<file path="config.mk">
export PLATFORM = sky130hd
export DESIGN_NAME = vclock_ranker
export DESIGN_NICKNAME = d
export VERILOG_FILES = /design/src/rtl/vclock_ranker.sv
export SDC_FILE = /design/constraint.sdc
export NUM_CORES = 2
export LEC_CHECK = 0
export ABC_AREA = 1
export CORE_ASPECT_RATIO = 0.7
export CORE_MARGIN = 4
export CORE_UTILIZATION = 40
export DETAILED_ROUTE_END_ITERATION = 10
export PLACE_DENSITY = 0.61
export REMOVE_ABC_BUFFERS = 1
export SYNTH_ARGS = -nofsm -noshare
export SYNTH_HDL_FRONTEND = slang
export SYNTH_SLANG_ARGS = --single-unit
</file>
<file path="constraint.sdc">
create_clock -name clk -period 13.5 [get_ports clk]
set_clock_uncertainty 0.2 [all_clocks]
set_input_delay 2.7 -clock clk [delete_from_list [all_inputs] [get_ports clk]]
set_output_delay 2.7 -clock clk [all_outputs]
set_load 0.02 [all_outputs]
</file>
<file path="src/rtl/vclock_ranker.sv">
// vclock_ranker: VirtualClock rank tagging ahead of a two-port PIFO scheduler.
// Each valid arrival gets rank = max(now, last_finish[flow]) + len * weight[flow].
// Up to two arrivals per cycle are handled. The result is registered and drives
// the scheduler push ports one cycle later.
module vclock_ranker #(
  parameter int FLOWS = 10
) (
  input  logic             clk,
  input  logic             rst,
  input  logic             arr_valid_1,
  input  logic [FLOWS-1:0] arr_flow_1,
  input  logic [15:0]      arr_len_1,
  input  logic [31:0]      arr_value_1,
  input  logic             arr_valid_2,
  input  logic [FLOWS-1:0] arr_flow_2,
  input  logic [15:0]      arr_len_2,
  input  logic [31:0]      arr_value_2,
  input  logic             cfg_we,
  input  logic [FLOWS-1:0] cfg_flow,
  input  logic [15:0]      cfg_weight,
  output logic             push_1,
  output logic [31:0]      push_rank_1,
  output logic [31:0]      push_value_1,
  output logic [FLOWS-1:0] push_flow_1,
  output logic             push_2,
  output logic [31:0]      push_rank_2,
  output logic [31:0]      push_value_2,
  output logic [FLOWS-1:0] push_flow_2,
  output logic [15:0]      drop_count
);

  // Exactly one bit set.
  function automatic logic is_onehot(input logic [FLOWS-1:0] x);
    return (x != '0) && ((x & (x - FLOWS'(1))) == '0);
  endfunction

  logic [31:0] now_reg;
  logic [31:0] last_finish_reg [FLOWS];
  logic [15:0] weight_reg [FLOWS];

  logic        valid_1, valid_2, bad_1, bad_2, same_flow, cfg_ok;
  logic [31:0] lf_1, lf_2, base_2;
  logic [15:0] w_1, w_2;
  logic [31:0] cost_1, cost_2, start_1, start_2, rank_1, rank_2;
  logic [32:0] sum_1, sum_2;
  logic [16:0] drop_sum;
  logic [15:0] drop_next;

  // Per-flow lookups as one-hot AND-OR muxes. A malformed flow field is
  // never used, so its mux result does not matter.
  always_comb begin
    lf_1 = '0;
    lf_2 = '0;
    w_1  = '0;
    w_2  = '0;
    for (int i = 0; i < FLOWS; i++) begin
      lf_1 = lf_1 | ({32{arr_flow_1[i]}} & last_finish_reg[i]);
      lf_2 = lf_2 | ({32{arr_flow_2[i]}} & last_finish_reg[i]);
      w_1  = w_1  | ({16{arr_flow_1[i]}} & weight_reg[i]);
      w_2  = w_2  | ({16{arr_flow_2[i]}} & weight_reg[i]);
    end
  end

  // Tag computation: mux, multiply, max, saturating add. Arrival 1 is ordered
  // first, so a same-flow arrival 2 starts from rank_1.
  always_comb begin
    valid_1   = arr_valid_1 && is_onehot(arr_flow_1);
    valid_2   = arr_valid_2 && is_onehot(arr_flow_2);
    bad_1     = arr_valid_1 && !is_onehot(arr_flow_1);
    bad_2     = arr_valid_2 && !is_onehot(arr_flow_2);
    cfg_ok    = cfg_we && is_onehot(cfg_flow);
    same_flow = valid_1 && (arr_flow_1 == arr_flow_2);

    cost_1  = 32'(arr_len_1) * 32'(w_1);
    start_1 = (lf_1 > now_reg) ? lf_1 : now_reg;
    sum_1   = {1'b0, start_1} + {1'b0, cost_1};
    rank_1  = sum_1[32] ? 32'hFFFF_FFFF : sum_1[31:0];

    base_2  = same_flow ? rank_1 : lf_2;
    cost_2  = 32'(arr_len_2) * 32'(w_2);
    start_2 = (base_2 > now_reg) ? base_2 : now_reg;
    sum_2   = {1'b0, start_2} + {1'b0, cost_2};
    rank_2  = sum_2[32] ? 32'hFFFF_FFFF : sum_2[31:0];

    drop_sum  = {1'b0, drop_count} + 17'(bad_1) + 17'(bad_2);
    drop_next = drop_sum[16] ? 16'hFFFF : drop_sum[15:0];
  end

  // Saturating time base.
  always_ff @(posedge clk or negedge rst) begin
    if (!rst) begin
      now_reg <= '0;
    end else if (now_reg != 32'hFFFF_FFFF) begin
      now_reg <= now_reg + 32'd1;
    end
  end

  // Per-flow state. Arrival 2 is later in order, so it wins last_finish on a
  // shared flow. Arrivals read the weight before a same-cycle write lands.
  generate
    for (genvar gi = 0; gi < FLOWS; gi++) begin : g_flow
      always_ff @(posedge clk or negedge rst) begin
        if (!rst) begin
          last_finish_reg[gi] <= '0;
          weight_reg[gi]      <= 16'd1;
        end else begin
          if (valid_2 && arr_flow_2[gi]) begin
            last_finish_reg[gi] <= rank_2;
          end else if (valid_1 && arr_flow_1[gi]) begin
            last_finish_reg[gi] <= rank_1;
          end
          if (cfg_ok && cfg_flow[gi]) begin
            weight_reg[gi] <= cfg_weight;
          end
        end
      end
    end
  endgenerate

  // Output register toward the scheduler. Fields are zeroed when no push.
  always_ff @(posedge clk or negedge rst) begin
    if (!rst) begin
      push_1       <= 1'b0;
      push_rank_1  <= '0;
      push_value_1 <= '0;
      push_flow_1  <= '0;
      push_2       <= 1'b0;
      push_rank_2  <= '0;
      push_value_2 <= '0;
      push_flow_2  <= '0;
      drop_count   <= '0;
    end else begin
      push_1       <= valid_1;
      push_rank_1  <= valid_1 ? rank_1 : '0;
      push_value_1 <= valid_1 ? arr_value_1 : '0;
      push_flow_1  <= valid_1 ? arr_flow_1 : '0;
      push_2       <= valid_2;
      push_rank_2  <= valid_2 ? rank_2 : '0;
      push_value_2 <= valid_2 ? arr_value_2 : '0;
      push_flow_2  <= valid_2 ? arr_flow_2 : '0;
      drop_count   <= drop_next;
    end
  end

endmodule

</file>
==> impl_metrics.ini <==
[outcome]
status = finished with violations
violations = max-capacitance violations, max-slew violations, negative setup slack

[synthesis]
synth-main-ff-cell = dfrtp_1
synth_most_common_cell = nand2_1
synth_cells = 7971
synth_top_cell_by_area = dfrtp_1
async_flop_share_pct = 100
avgSynthCellArea_sq_um = 7.31
seq_area_frac_synth_pct = 29.1
ys_top_cells_by_area = dfrtp_1, nand2_1, fa_1, nand3_1, inv_1
ys_types = 48
netlist_top_cells_count = nand2_1, nand3_1, inv_1, dfrtp_1, fa_1
synth_top_area_share_pct = 28.7
ys_ff_latch = 678
ys_warn_count = 0
synth_area_sq_um = 58300
synth_edf_count = 0

[worst_setup_path]
crit_type = input pin to flop
path_max_fanout = 8
slowest_stage = fa_2
cp_common_cell = nand2_2
cp.required_ns = 13.91
end_kind = flop
crit_buf_inv = 23
critPathMaxStageDelay_ns = 0.58
cp_top_family = adder cells
critPathLaunchType = input pin
crit_arrival_ns = 15.11

[floorplan]
core_area_sq_um = 144000
die_h_um = 327
die_w_um = 464
ios = 313
start_util_pct = 40.5
dieArea_sq_um = 152000
num_rows = 116

[sta]
finalSetupViolCount = 352
finalMaxSlewViolations = 1
tightest_slew_ns = 1.48
clock.fmax_ghz = 0.0680
finalWorstSetupSlack_ns = -1.20
final_hold_viol_count = 0
worst_slew_margin_rel_pct = -1.46
rsz0062_at_grt = yes
fin_crit_ns = 14.70
final.period_utilization_pct = 109

[route]
first_iter_violations = 9107
first_pass_iters = 8
drc_errors = 0
ant_nets = 0
post_drt_wl_per_cell_um = 26.0
vias = 63675
vias_per_cell = 5.88
routed_wl_mm = 281

[flow_run]
maxCapViolCount = 1

[clock_tree]
path_clk_slew_ns = 0.06
clock_latency_ns = 0.73
clock_path_buffers = 3
cts-htree-levels = 3
cts.sinks = 678
numCtsBuffers = 77
hold_buffers = 0
clockRootBuffer = clkbuf_16
cts_tree = done

[global_route]
antenna_found_initial = 9
first_global_vias = 60918
grt_use_total_pct = 35.5
overflow = 0
grt_max_degree = 157
grt_pass1_wl_mm = 404

[place]
port_buffers = 312
dp_hpwl_mm = 191
gp_congestion = 1.04
dp_slack_ns = -2.83
place_inst = 10517

[final_layout]
regArea_sq_um = 17000
drive_above_1_share_pct = 20.7
fillCellCount = 13401
multi_input_area_sq_um = 39100
syn_to_final_growth_pct = 33.7
largest_register_ffs = 320
instances_no_fill = 10832
fin_nets = 9695

[worst_hold_path]
hold_class = flop to flop
[cells by family (layout without fill, tap and decap cells)]
group / Yosys count / count (layout) / share of synthesized area [%]
buffers and inverters: 1597 / 2509 / 10.6
XOR/XNOR: 54 / 54 / 0.811
flip-flops: 678 / 678 / 29.1
AND/OR/NAND/NOR: 4294 / 4294 / 31.1
multiplexers: 1 / 1 / 0.0172
AO/OA/AOI/OAI: 620 / 620 / 6.96
other: 0 / 2 / 0
adder cells (fa/ha/maj): 727 / 727 / 21.4
[final cells by class]
class                           count  area share, %
Antenna cell                        2        0.00642
Clock buffer                      112           2.86
Clock inverter                     29          0.597
Inverter                         1098           5.32
Multi-Input combinational cell   5696           50.2
Sequential cell                   678           21.8
Tap cell                         1947           3.13
Timing Repair Buffer             1269           16.1
Timing Repair inverter              1        0.00963
[placed cells by master (no fill, tap or decap), drive strengths merged, types with 26 or more instances in the layout]
cell	count
a211oi	32
a21oi	93
a221oi	123
a22o	65
buf	956
clkbuf	132
clkdlybuf4s50	291
clkinv	29
dfrtp	668
fa	453
ha	274
inv	1084
nand2	2549
nand3	1195
nand4	94
nor2	374
nor3	26
o21ai	232
o22ai	34
xnor2	33
[what timing repair did]
item	CTS	global route
gates cloned	25	25
gates resized for setup	481	503
buffers inserted	106	27
endpoints found under the setup margin	352	352
pin swaps	145	329
[metrics by stage]
stage	setup TNS, ns	area (sq um)	hold WS [ns]	utilization (%)
after floorplan	-4280.33	56300	0.249	-
after global placement	-944.51	68700	0.264	47.8
after detailed placement	-967.67	68700	0.265	47.8
after CTS	-234.64	74900	0.282	52.1
after global routing	-499.12	77900	0.298	54.2
final	-390.21	77900	0.282	54.2
[tightest hold or removal path: stages (launching register included)]
cell	delay [ns]
dfrtp_1	0.34
nand2_1	0.05
nand2_1	0.05
[final timing paths]
| kind | start | endpoint | slack [ns] | cells past startpoint |
|---|---|---|---|---|
| worst min-delay path | last_finish_reg[265] | last_finish_reg[265] | 0.28 | 2 |
| worst min register to register | last_finish_reg[265] | last_finish_reg[265] | 0.28 | 2 |
| worst max register to register | last_finish_reg[284] | last_finish_reg[26] | 0.63 | 75 |
| max in group asynchronous | rst | push_rank_1[14] | 8.87 | 3 |
| worst max-delay path | arr_flow_1[6] | last_finish_reg[26] | -1.20 | 75 |
| min in group asynchronous | rst | weight_reg[136] | 1.84 | 1 |
[layer usage]
metal | global-route usage (%) | wire, um | vias to the layer above
li1 | - | - | 27000
met1 | 47.6 | 109000 | 30759
met2 | 49.0 | 111000 | 4697
met3 | 15.6 | 44600 | 1195
met4 | 15.5 | 16200 | 24
met5 | 0.852 | 715 | -
Power is not shown: default switching activity piles up to over one toggle a cycle in this logic, so the estimate is an artifact.
